**src/rtl/uart_cmd_framer_pkg.sv**
```systemverilog
// Shared opcode constants, error status defaults and state encodings for the
// UART command framer and its byte sender.
package uart_cmd_framer_pkg;

    localparam logic [7:0] OP_SET_KEY     = 8'h00;
    localparam logic [7:0] OP_ENC         = 8'h02;
    localparam logic [7:0] OP_DEC         = 8'h03;
    localparam logic [7:0] ERR_OP_DEFAULT = 8'hEE;
    localparam logic [7:0] ERR_TO_DEFAULT = 8'hE0;

    typedef enum logic [2:0] {
        ST_IDLE      = 3'd0,
        ST_GET_DATA  = 3'd1,
        ST_ISSUE     = 3'd2,
        ST_WAIT_RSP  = 3'd3,
        ST_SEND_STAT = 3'd4,
        ST_SEND_DATA = 3'd5
    } state_t;

    typedef enum logic [1:0] {
        SND_IDLE = 2'd0,
        SND_REQ  = 2'd1,
        SND_WAIT = 2'd2
    } snd_state_t;

    function automatic logic is_known_op(input logic [7:0] op);
        return (op == OP_SET_KEY) || (op == OP_ENC) || (op == OP_DEC);
    endfunction

    // Only ENC and DEC return a result block after the status byte.
    function automatic logic has_result(input logic [7:0] op);
        return (op == OP_ENC) || (op == OP_DEC);
    endfunction

endpackage

```
**src/rtl/uart_cmd_framer_sender.sv**
```systemverilog
// One-byte transmit handshake towards the UART transmitter: request once when
// the transmitter is idle, then hold the byte until it reports completion.
module uart_byte_sender
    import uart_cmd_framer_pkg::*;
(
    input  logic       Clk,
    input  logic       Rst,
    input  logic       i_fStart,
    input  logic [7:0] i_Byte,
    input  logic       i_fTxReady,
    input  logic       i_fTxDone,
    output logic       o_fTx,
    output logic [7:0] o_TxData,
    output logic       o_fDone,
    output snd_state_t o_State
);

    // Handshake: i_fStart is taken only in SND_IDLE and latches i_Byte; o_fTx
    // pulses for the single cycle in which SND_REQ sees i_fTxReady high; no
    // further o_fTx until i_fTxDone, which also yields the one-cycle o_fDone.
    snd_state_t state, state_nxt;
    logic [7:0] byte_q;

    always_ff @(posedge Clk or negedge Rst) begin
        if (!Rst) begin
            state <= SND_IDLE;
        end else begin
            state <= state_nxt;
        end
    end

    always_ff @(posedge Clk or negedge Rst) begin
        if (!Rst) begin
            byte_q <= 8'h00;
        end else if ((state == SND_IDLE) && i_fStart) begin
            byte_q <= i_Byte;
        end
    end

    always_comb begin
        state_nxt = state;
        o_fTx     = 1'b0;
        o_fDone   = 1'b0;
        case (state)
            SND_IDLE: begin
                if (i_fStart) state_nxt = SND_REQ;
            end
            SND_REQ: begin
                if (i_fTxReady) begin
                    o_fTx     = 1'b1;
                    state_nxt = SND_WAIT;
                end
            end
            SND_WAIT: begin
                if (i_fTxDone) begin
                    o_fDone   = 1'b1;
                    state_nxt = SND_IDLE;
                end
            end
            default: state_nxt = SND_IDLE;
        endcase
    end

    assign o_TxData = byte_q;
    assign o_State  = state;

endmodule

```
**src/rtl/uart_cmd_framer.sv**
```systemverilog
// Frames opcode + payload bytes from a UART into one command for the crypto
// core, then returns the status byte and, for ENC/DEC, the result block.
module uart_cmd_framer
    import uart_cmd_framer_pkg::*;
#(
    parameter int         DW      = 128,
    parameter int         TIMEOUT = 50000,
    parameter logic [7:0] ERR_OP  = ERR_OP_DEFAULT,
    parameter logic [7:0] ERR_TO  = ERR_TO_DEFAULT
) (
    input  logic          Clk,
    input  logic          Rst,
    input  logic          i_fRxDone,
    input  logic [7:0]    i_RxData,
    output logic          o_fTx,
    output logic [7:0]    o_TxData,
    input  logic          i_fTxReady,
    input  logic          i_fTxDone,
    output logic          o_fCmd,
    output logic [7:0]    o_Op,
    output logic [DW-1:0] o_Data,
    input  logic          i_fRsp,
    input  logic [7:0]    i_Status,
    input  logic [DW-1:0] i_RspData,
    output logic          o_fBusy,
    output state_t        o_State,
    output snd_state_t    o_SndState
);

    localparam int NB     = DW / 8;
    localparam int BCW    = $clog2(NB) + 1;
    localparam int CW_RAW = $clog2(TIMEOUT + 1);
    localparam int CW     = (CW_RAW > 18) ? CW_RAW : 18;
    localparam logic [BCW-1:0] LAST_BYTE = BCW'(NB - 1);
    localparam logic [CW-1:0]  TO_LIM    = CW'(TIMEOUT);

    state_t          state, state_nxt;
    logic [7:0]      op_q;
    logic [7:0]      status_q;
    logic [DW-1:0]   data_q;
    logic [DW-1:0]   rsp_q;
    logic [BCW-1:0]  byte_cnt;
    logic [CW-1:0]   idle_cnt;
    logic            snd_pend;

    logic            rx_take;
    logic            to_hit;
    logic            rsp_take;
    logic            snd_start;
    logic            snd_done;
    logic [7:0]      snd_byte;

    always_ff @(posedge Clk or negedge Rst) begin
        if (!Rst) begin
            state <= ST_IDLE;
        end else begin
            state <= state_nxt;
        end
    end

    always_comb begin
        state_nxt = state;
        rx_take   = 1'b0;
        to_hit    = 1'b0;
        rsp_take  = 1'b0;
        snd_start = 1'b0;
        o_fCmd    = 1'b0;
        case (state)
            ST_IDLE: begin
                if (i_fRxDone) begin
                    state_nxt = is_known_op(i_RxData) ? ST_GET_DATA : ST_SEND_STAT;
                end
            end
            ST_GET_DATA: begin
                // A byte landing on the timeout cycle wins over the timeout.
                if (i_fRxDone) begin
                    rx_take = 1'b1;
                    if (byte_cnt == LAST_BYTE) state_nxt = ST_ISSUE;
                end else if (idle_cnt == TO_LIM) begin
                    to_hit    = 1'b1;
                    state_nxt = ST_SEND_STAT;
                end
            end
            ST_ISSUE: begin
                o_fCmd    = 1'b1;
                state_nxt = ST_WAIT_RSP;
            end
            ST_WAIT_RSP: begin
                if (i_fRsp) begin
                    rsp_take  = 1'b1;
                    state_nxt = ST_SEND_STAT;
                end
            end
            ST_SEND_STAT: begin
                snd_start = !snd_pend;
                if (snd_done) begin
                    state_nxt = (has_result(op_q) && (status_q == 8'h00)) ? ST_SEND_DATA : ST_IDLE;
                end
            end
            ST_SEND_DATA: begin
                snd_start = !snd_pend;
                if (snd_done && (byte_cnt == LAST_BYTE)) state_nxt = ST_IDLE;
            end
            default: state_nxt = ST_IDLE;
        endcase
    end

    always_ff @(posedge Clk or negedge Rst) begin
        if (!Rst) begin
            op_q     <= 8'h00;
            status_q <= 8'h00;
            data_q   <= '0;
            rsp_q    <= '0;
            byte_cnt <= '0;
            idle_cnt <= '0;
            snd_pend <= 1'b0;
        end else begin
            if ((state == ST_IDLE) && i_fRxDone) begin
                op_q <= i_RxData;
                if (!is_known_op(i_RxData)) status_q <= ERR_OP;
            end
            if (rx_take) data_q <= (data_q << 8) | DW'(i_RxData);
            if (to_hit) begin
                data_q   <= '0;
                status_q <= ERR_TO;
            end
            if (rsp_take) begin
                status_q <= i_Status;
                rsp_q    <= i_RspData;
            end
            if ((state == ST_SEND_DATA) && snd_done) rsp_q <= rsp_q << 8;

            if ((state == ST_GET_DATA) && !i_fRxDone && (idle_cnt != TO_LIM)) begin
                idle_cnt <= idle_cnt + CW'(1);
            end else begin
                idle_cnt <= '0;
            end

            // The byte counter never survives a state change.
            if (state_nxt != state) begin
                byte_cnt <= '0;
            end else if (rx_take || ((state == ST_SEND_DATA) && snd_done)) begin
                byte_cnt <= byte_cnt + BCW'(1);
            end

            if (snd_start) begin
                snd_pend <= 1'b1;
            end else if (snd_done) begin
                snd_pend <= 1'b0;
            end
        end
    end

    assign snd_byte = (state == ST_SEND_STAT) ? status_q : rsp_q[DW-1 -: 8];

    uart_byte_sender u_sender (
        .Clk        (Clk),
        .Rst        (Rst),
        .i_fStart   (snd_start),
        .i_Byte     (snd_byte),
        .i_fTxReady (i_fTxReady),
        .i_fTxDone  (i_fTxDone),
        .o_fTx      (o_fTx),
        .o_TxData   (o_TxData),
        .o_fDone    (snd_done),
        .o_State    (o_SndState)
    );

    assign o_Op    = op_q;
    assign o_Data  = data_q;
    assign o_fBusy = (state != ST_IDLE);
    assign o_State = state;

endmodule

```
**config.mk**
```make
export PLATFORM = sky130hd
export DESIGN_NAME = uart_cmd_framer
export DESIGN_NICKNAME = d
export VERILOG_FILES = /design/src/rtl/uart_cmd_framer_pkg.sv /design/src/rtl/uart_cmd_framer_sender.sv /design/src/rtl/uart_cmd_framer.sv
export SDC_FILE = /design/constraint.sdc
export NUM_CORES = 1
export LEC_CHECK = 0
export ABC_AREA = 1
export CAP_MARGIN = 20
export CORE_ASPECT_RATIO = 1.25
export CORE_MARGIN = 8
export CORE_UTILIZATION = 45
export CTS_CLUSTER_DIAMETER = 40
export CTS_CLUSTER_SIZE = 16
export DETAILED_ROUTE_END_ITERATION = 8
export PLACE_DENSITY = 0.73
export SLEW_MARGIN = 5
export SYNTH_ARGS = -nofsm -noshare
export SYNTH_HDL_FRONTEND = slang
export SYNTH_SLANG_ARGS = --single-unit
```
**constraint.sdc**
```tcl
create_clock -name Clk -period 1.81 [get_ports Clk]
set_input_delay 0.362 -clock Clk [delete_from_list [all_inputs] [get_ports Clk]]
set_output_delay 0.362 -clock Clk [all_outputs]
set_load 0.02 [all_outputs]
```
==> run_results.csv, run 1 <==
group,metric,value,unit
finish,layout.nets,1854,
critical_path,crit_chain,"ha_2, nand2_1, nor2_1, ha_2, nand2_1, nand2_1, inv_1, nor2_1, nand2_1, nor2_2, a21oi_2, nand2_2, nor2_1",
detailed_routing,firstDrtPassIters,6,
power,p_clk_share,27.9,%
finish,area_growth,39.9,%
power,pwr-share-seq,38.8,%
logic_synthesis,synth_nets,1514,
logic_synthesis,synth-seq-area-share,59.4,%
logic_synthesis,synth_warnings,0,
logic_synthesis,ys_types,34,
worst_hold_path,hold_class,"input pin to async pin",
critical_path,cp_max_fo,5,
cts,root_buffer,"clkbuf_16",
cts,htree_levels,2,
critical_path,worstRegToRegCells,13,
power,switchingPower,10.3,mW
sta,rsz0062_at_grt,"yes",
sta,hold_viol_final,0,
floorplanning,dieArea,34600,sq um
sta,slew_viol_final,0,
cts,cts_sinks,309,
place,place_ws,-266,ps
floorplanning,io-pin-count,302,
critical_path,cp_common_cell,"nand2_1",
floorplanning,rows,69,
global_routing,grt_pass1_vias,11500,
logic_synthesis,ys_ff_latch,309,
flow_run,cap_violations,0,
critical_path,critPathCaptureType,"flop",
cts,clock_latency,540,ps
finish,final_cell_mix,"307 x dfrtp_1, 227 x inv_1, 164 x nand2_1",
global_routing,antenna_found_initial,2,
cts,cts_tree,"built",
sta,fin_ws,10.7,ps
power,powerDensity,1540,nW/um^2
logic_synthesis,synth-edff-count,0,
finish,final_cells,2085,
critical_path,slowest_delay,370,ps
sta,maxSlewHeadroom,68.7,%
sta,setup_viol,0,
global_routing,track_usage,22.0,%
critical_path,reg2reg_to,"byte_cnt[4]",
logic_synthesis,syn_inst,1360,
floorplanning,core_area,28400,sq um
detailed_routing,drc,0,
detailed_routing,wirelength,38700,um
critical_path,path_class,"flop to flop",
sta,fmax,0.556,GHz
global_routing,grt-ovfl-total,0,
sta,finClkSkew,24.5,ps
cts,cts_buffers,37,
finish,drive_gt1_share,11.7,%
place,io_buffers,301,
power,pwr-share-comb,33.4,%
logic_synthesis,synth-main-ff-cell,"dfrtp_1",
place,gp_congestion,0.872,
critical_path,worstPathArrival,2210,ps
sta,fin_crit,1800,ps
sta,tightest_slew,470,ps
power,finalPower,27.9,mW
critical_path,startpoint_type,"flop",
place,dp_hpwl,28300,um
detailed_routing,num_vias,11200,
place,place_inst,2011,
logic_synthesis,syn-cell-area,13000,sq um
power,power_leakage,8.66,nW
critical_path,reg2reg_slack,10,ps
detailed_routing,routed_via_density,5.36,
critical_path,timing.rr.start,"byte_cnt[1]",
power,p_int,17.6,mW
power,ir_worst_vdd,720,uV
global_routing,grt_pass1_wl,61400,um
detailed_routing,routedWlPerCell,18.6,um
sta,period_share,99.4,%
floorplanning,initial_utilization,45.8,%
cts,clk_pin_slew,70,ps
logic_synthesis,ys_async_sr_fraction,100,%
floorplanning,die_x,168,um
detailed_routing,drtAntennaViolNets,0,
run_status,status,"complete, no violations",
critical_path,cp_slowest_cell,"dfrtp_1",
power,swShare,36.9,%
cts,clock_path_buffers,3,
detailed_routing,first_iter_violations,866,
global_routing,grt_max_degree,83,
floorplanning,fp.dieH,206,um
finish,final_common_cell,"dfrtp_1",
critical_path,crit_required,2220,ps
logic_synthesis,synth.avg_cell_area,9.57,sq um
-- synthesized netlist by cell type, types with 4 or more instances --
cell,n,share of area [%]
clkbuf_1,31,0.89
o21ai_0,81,3.1
buf_6,11,0.95
o22ai_1,116,5.6
dfrtp_1,309,59
nor3_1,9,0.35
xor2_1,4,0.27
nand3_1,96,3.7
ha_1,4,0.38
a21oi_1,10,0.38
o211ai_1,63,3.6
nor2_1,65,1.9
nand2_2,7,0.34
nand4_1,8,0.38
inv_2,9,0.26
o21ai_1,26,1.0
a22oi_1,57,3.3
buf_2,25,0.96
inv_1,229,6.6
buf_1,11,0.32
nand2_1,168,4.8
-- area by class of cell --
type / count / area [sq um]
diodes: 1 / 2.50
multi-input cells: 731 / 4070
inverters: 239 / 905
clock inverters: 27 / 364
clock buffers: 41 / 951
repair buffers: 382 / 3730
fillers: 2317 / 10200
flip-flops and latches: 309 / 7730
well taps: 355 / 444
-- registers in the layout (all words and copies together) (netlist names) --
| signal | flops |
|---|---|
| o_Data | 128 |
| u_sender.o_State | 2 |
| snd_pend | 1 |
| o_State | 3 |
| o_Op | 8 |
| rsp_q | 128 |
| idle_cnt | 18 |
| status_q | 8 |
| byte_cnt | 5 |
| u_sender.o_TxData | 8 |
-- worst max path at each step --
stage / start / end / cells after the start
floorplan: o_State[1] / byte_cnt[0] / 11
global placement: i_RxData[0] / byte_cnt[0] / 13
detailed placement: i_RxData[0] / byte_cnt[1] / 13
CTS: u_sender.o_State[0] / o_fTx / 4
global route: byte_cnt[1] / byte_cnt[4] / 13
finish: byte_cnt[1] / byte_cnt[4] / 13
-- stage by stage --
| step | TNS [ps] | utilization [%] | hold slack, ps | area, sq um |
|---|---|---|---|---|
| 6_report | 0 | 64.1 | 356 | 18200 |
| 5_1_grt | -642 | 64.1 | 383 | 18200 |
| 4_1_cts | -107 | 63.6 | 352 | 18100 |
| 3_5_place_dp | -15650 | 59.5 | 325 | 16900 |
| 3_3_place_gp | -12590 | 59.5 | 323 | 16900 |
| 2_1_floorplan | 0 | - | 66.4 | 13000 |
-- critical path, delay by kind of cell, from the launching register on --
| family | cells | cell delay [ps] |
|---|---|---|
| AO/OA/AOI/OAI | 1 | 80 |
| buffers and inverters | 1 | 40 |
| flip-flops | 1 | 370 |
| adder cells (fa/ha/maj) | 2 | 400 |
| AND/OR/NAND/NOR | 9 | 780 |
-- kinds of logic (layout without fill, tap and decap cells) --
group                      after synthesis  after routing  synth area share [%]
xor gates and xnor gates                 6              6                 0.404
DFF                                    309            309                  59.4
buffers and inverters                  320            689                  10.2
AOI/OAI and AO/OA                      355            355                  17.1
muxes                                    1              1                0.0769
adders and majority gates                4              4                 0.385
other                                    0              1                     0
and+or+nand+nor                        365            365                  12.4
-- power groups by stage --
stage / logic, mW / clock network (mW) / registers (mW)
2_1_floorplan: 4.03 / 0 / 12.1
3_3_place_gp: 9.75 / 0 / 10.9
3_5_place_dp: 9.98 / 0 / 11.0
4_1_cts: 9.23 / 7.93 / 10.8
5_1_grt: 10.2 / 8.24 / 11.1
6_report: 9.32 / 7.79 / 10.8
-- metal layers --
layer	GRT usage (%)	part of all wire, %	vias up	wire [um]
met4	8.53	3.6	2	1390
li1	-	-	5269	-
met1	26.5	39	5410	15200
met5	0	0.034	-	13
met2	37.8	50	426	19500
met3	5.06	6.7	76	2580
-- repair_timing --
item / 4_1_cts / 5_1_grt
buffers inserted: 1 / 2
pin swaps: 1 / 16
gates resized for setup: 171 / 38
gates cloned: 0 / 1
hold buffers: 1 / 0
endpoints found under the setup margin: 153 / 85
hold endpoints to repair: 43 / 0
Power figures use the tool's default switching activity.
==> run 2, diff against run 1 <==
==> constraint.sdc (replaced) <==
create_clock -name Clk -period 1.81 [get_ports Clk]
set_input_delay 0.2715 -clock Clk [delete_from_list [all_inputs] [get_ports Clk]]
set_output_delay 0.2715 -clock Clk [all_outputs]
set_load 0.02 [all_outputs]
==> run 2 against run 1 <==
Against the previous run:
- non-clock buffer count shrank 5
- via count grew 1.1%
- maximum frequency grew 0.86%
- power grew 1.2%
- wire length grew 1.1%
- register-to-register slack gained 40 ps
- sequential share of layout area shrank 0.18 points
- count of clock-buffer cells in the layout shrank 4
- worst hold slack lost 110 ps
- final cell count shrank 0.34%
==> run_results.csv, run 2 (synthesis results as in run 1) <==
group,metric,value,unit
run_status,status,"complete, no violations",
cts,htree_levels,2,
global_routing,track_usage,21.8,%
critical_path,slowest_delay,630,ps
finish,regArea,7730,sq um
floorplanning,io-pin-count,302,
global_routing,grt_pass1_wl,60900,um
cts,cts_buffers,37,
place,place_inst,2006,
detailed_routing,drc,0,
cts,cts_tree,"built",
detailed_routing,maxUsedRoutingLayer,"met5",
floorplanning,die_x,168,um
sta,tightest_slew,398,ps
place,io_buffers,301,
finish,layout.nets,1849,
critical_path,timing.rr.start,"u_sender.o_State[1]",
power,p_int,18.0,mW
detailed_routing,firstDrtPassIters,5,
floorplanning,dieArea,34600,sq um
finish,n_fill_cell,2274,
power,pwr-share-comb,34.9,%
floorplanning,core_area,28400,sq um
critical_path,crit_chain,"clkdlybuf4s50_1",
sta,fin_crit,1780,ps
power,switchingPower,10.3,mW
critical_path,startpoint_type,"flop",
finish,drive_gt1_share,11.5,%
finish,area_growth,40.5,%
floorplanning,rows,69,
power,power_leakage,8.87,nW
critical_path,critPathCaptureType,"output pin",
finish,insertedDiodeCount,0,
detailed_routing,routedWlPerCell,18.8,um
power,swShare,36.4,%
sta,hold_ws,245,ps
sta,hold_viol_final,0,
global_routing,grt_pass1_vias,11400,
cts,clock_path_buffers,3,
critical_path,cp_max_fo,2,
sta,finClkSkew,25.0,ps
sta,maxSlewHeadroom,73.4,%
detailed_routing,dr_wl_met2,19800,um
cts,clock_latency,520,ps
detailed_routing,routed_via_density,5.44,
global_routing,grt_max_degree,83,
global_routing,antenna_found_initial,4,
cts,root_buffer,"clkbuf_16",
critical_path,crit_required,1540,ps
critical_path,worstPathArrival,1510,ps
cts,clk_pin_slew,70,ps
detailed_routing,dr_wl_met3,2510,um
place,gp_congestion,0.873,
finish,utilization,64.4,%
power,ir_worst_vdd,722,uV
power,pwr-share-seq,38.4,%
sta,setup_viol,0,
detailed_routing,num_vias,11300,
worst_hold_path,hold_class,"input pin to async pin",
flow_run,cap_violations,0,
floorplanning,fp.dieH,206,um
critical_path,path_class,"flop to output pin",
sta,slew_viol_final,0,
power,powerDensity,1550,nW/um^2
detailed_routing,wirelength,39100,um
cts,cts_sinks,309,
detailed_routing,first_iter_violations,803,
finish,final_cells,2078,
critical_path,crit_family,"buffers and inverters",
detailed_routing,drt-met1-wl,15400,um
global_routing,grt-ovfl-total,0,
finish,final_cell_mix,"307 x dfrtp_1, 229 x inv_1, 214 x clkdlybuf4s50_1",
sta,period_share,98.6,%
critical_path,crit_buf_inv,1,
floorplanning,initial_utilization,45.8,%
critical_path,cp_slowest_cell,"clkdlybuf4s50_1",
sta,rsz0062_at_grt,"yes",
place,dp_hpwl,28100,um
finish,final_common_cell,"dfrtp_1",
power,p_clk_share,26.7,%
detailed_routing,drtAntennaViolNets,0,
finish,multi_input_area,4070,sq um
critical_path,crit_start,"o_Data[53]",
sta,fmax,0.561,GHz
-- run 2: power groups by stage --
stage | logic [mW] | registers, mW | clock network [mW]
4_1_cts | 9.79 | 10.8 | 7.69
5_1_grt | 10.7 | 11.1 | 8.00
3_5_place_dp | 9.96 | 10.9 | 0
2_1_floorplan | 4.03 | 12.1 | 0
6_report | 9.88 | 10.9 | 7.57
3_3_place_gp | 9.69 | 10.9 | 0
-- run 2: cell type report --
| type | count | share of cell area, % |
|---|---|---|
| inverter | 239 | 4.92 |
| clock inverter | 30 | 1.92 |
| timing repair buffer | 377 | 21.1 |
| clock buffer | 37 | 5.07 |
| sequential | 309 | 42.3 |
| multi-input combinational | 731 | 22.3 |
| tap | 355 | 2.43 |
-- run 2: per-stage QoR --
stage	setup WS [ps]	instance area (sq um)	setup TNS [ps]	power, mW
2_1_floorplan	127	13000	0	16.1
3_3_place_gp	-212	16800	-2060	20.6
3_5_place_dp	-248	16800	-4900	20.9
4_1_cts	-2.83	18000	-2.83	28.3
5_1_grt	-60.2	18300	-367	29.8
6_report	26.0	18300	0	28.3
-- run 2: layer usage --
metal  up-vias  track usage, %
met5         -               0
met4         8            7.92
met3        85            4.80
met2       451            37.4
met1      5507            26.7
li1       5258               -
-- run 2: path summary, 6_finish.rpt --
check / endpoint / slack [ps] / depth (start not counted)
worst max-delay path: o_Data[53] / 30 / 1
worst min-delay path: rsp_q[44] / 250 / 2
worst max register to register: rsp_q[38] / 50 / 9
worst min register to register: u_sender.o_TxData[1] / 490 / 2
max in group asynchronous: rsp_q[71] / 870 / 3
min in group Clk: rsp_q[7] / 310 / 3
-- run 2: repair_timing --
action / CTS / global route
endpoints found under the hold margin: 37 / 0
gates cloned: 0 / 1
setup endpoints to repair: 48 / 138
buffers inserted: 0 / 3
hold buffers: 1 / 0
pin swaps: 0 / 9
gates resized for setup: 56 / 83
==> run 3, diff against run 2 <==
--- a/config.mk
+++ b/config.mk
@@ -8,11 +8,12 @@
 export ABC_AREA = 1
 export CAP_MARGIN = 20
 export CORE_ASPECT_RATIO = 1.25
-export CORE_MARGIN = 8
+export CORE_MARGIN = 3
 export CORE_UTILIZATION = 45
 export CTS_CLUSTER_DIAMETER = 40
 export CTS_CLUSTER_SIZE = 16
 export DETAILED_ROUTE_END_ITERATION = 8
+export GPL_TIMING_DRIVEN = 0
 export PLACE_DENSITY = 0.73
 export SLEW_MARGIN = 5
 export SYNTH_ARGS = -nofsm -noshare
==> run 3 against run 2 <==
Against the previous run:
- clock skew rose by 3.0 ps
- final cell count is 1.2% higher
- combinational power up 0.9%
- sequential power about the same
- worst hold slack worse by 67 ps
- first-iteration DRC count decreased by 17%
- sequential share of layout area down 0.23 points
- critical path type unchanged
==> run_results.csv, run 3 (synthesis results as in run 1) <==
group,metric,value,unit
run_status,status,"complete, no violations",
cts,root_buffer,"clkbuf_16",
sta,finClkSkew,28.0,ps
place,gp_congestion,0.900,
cts,clk_pin_slew,60,ps
critical_path,crit_start,"o_Data[35]",
global_routing,grt_max_degree,120,
critical_path,startpoint_type,"flop",
cts,cts_buffers,37,
critical_path,crit_family,"buffers and inverters",
critical_path,slowest_delay,640,ps
global_routing,grt_pass1_wl,61900,um
critical_path,cp_max_fo,2,
sta,slew_viol_final,0,
global_routing,grt-ovfl-total,0,
critical_path,worstPathArrival,1520,ps
floorplanning,initial_utilization,46.3,%
sta,rsz0062_at_grt,"yes",
detailed_routing,num_vias,11400,
detailed_routing,drc,0,
power,power_leakage,8.87,nW
finish,multi_input_area,4120,sq um
finish,layout.nets,1880,
cts,cts_sinks,309,
sta,hold_viol_final,0,
finish,utilization,65.5,%
sta,setup_viol,0,
cts,cts_tree,"built",
floorplanning,dieArea,31000,sq um
critical_path,critPathCaptureType,"output pin",
critical_path,path_class,"flop to output pin",
sta,finalSetupTns,0,ps
floorplanning,rows,68,
sta,tightest_slew,692,ps
cts,clock_latency,520,ps
power,ir_worst_vdd,954,uV
power,powerDensity,1570,nW/um^2
floorplanning,fp.dieH,196,um
finish,n_fill_cell,2209,
detailed_routing,routedWlPerCell,19.1,um
critical_path,crit_buf_inv,1,
finish,drive_gt1_share,13.6,%
sta,fmax,0.557,GHz
cts,clock_path_buffers,3,
detailed_routing,wirelength,40200,um
place,io_buffers,300,
detailed_routing,drtAntennaViolNets,0,
worst_hold_path,holdCritStartpoint,"i_fRxDone",
sta,fin_crit,1800,ps
global_routing,antenna_found_initial,3,
critical_path,crit_required,1540,ps
flow_run,cap_violations,0,
critical_path,timing.rr.start,"byte_cnt[0]",
global_routing,grt_pass1_vias,11600,
finish,final_common_cell,"dfrtp_1",
critical_path,cp_slowest_cell,"clkdlybuf4s50_1",
detailed_routing,first_iter_violations,663,
detailed_routing,routed_via_density,5.44,
sta,period_share,99.2,%
detailed_routing,firstDrtPassIters,5,
finish,area_growth,41.4,%
place,dp_hpwl,29300,um
worst_hold_path,hold_class,"input pin to flop",
critical_path,crit_chain,"clkdlybuf4s50_1",
global_routing,track_usage,25.2,%
floorplanning,die_x,158,um
finish,regArea,7740,sq um
cts,htree_levels,2,
floorplanning,core_area,28100,sq um
sta,maxSlewHeadroom,53.9,%
finish,insertedDiodeCount,0,
finish,final_cell_mix,"303 x dfrtp_1, 227 x clkdlybuf4s50_1, 225 x inv_1",
floorplanning,io-pin-count,302,
[run 3: worst paths after layout]
path / to / slack [ps] / cells after the start
max: o_Data[35] / 10 / 1
min: o_Data[5] / 180 / 3
max reg2reg: byte_cnt[4] / 70 / 13
min reg2reg: idle_cnt[0] / 480 / 1
max in group asynchronous: idle_cnt[8] / 350 / 3
min in group asynchronous: rsp_q[45] / 360 / 2
[run 3: what timing repair did]
item                                   4_1_cts  5_1_grt
resized for setup                           90      114
endpoints found under the hold margin       85        0
buffers inserted                             6       18
hold buffers                                 1        0
setup endpoints to repair                  301      302
pin swaps                                    3       16
[run 3: area by class of cell]
class                   count  area share (%)
inverters                 239            4.90
repair buffers            327            18.0
plain buffers              81            2.90
clock inverters            23            1.71
clock buffers              43            5.61
well taps                 350            2.38
flip-flops and latches    309            42.1
multi-input cells         731            22.4
[run 3: per-layer routing]
| layer | vias up | track usage (%) | share of wire, % |
|---|---|---|---|
| met2 | 492 | 44.0 | 51 |
| met4 | 6 | 10.2 | 4.5 |
| li1 | 5324 | - | - |
| met5 | - | 0 | 0.080 |
| met3 | 107 | 5.69 | 7.4 |
| met1 | 5520 | 30.0 | 37 |
[run 3: through the flow]
step	power (mW)	area [sq um]	worst slack (ps)	hold WS, ps	cells
after CTS	28.8	18000	0.372	163	2085
after floorplan	16.1	13000	127	-24.1	1360
final	28.9	18400	13.7	178	2103
after global placement	20.5	16400	-12630	465	2010
after global routing	30.4	18400	-86.7	205	2103
after detailed placement	20.8	16500	-595	341	2012
[run 3: report_power, final]
group	switching, mW	internal (mW)
Combinational	5.79	4.18
Clock	3.14	4.91
Sequential	1.38	9.48
Total	10.3	18.6
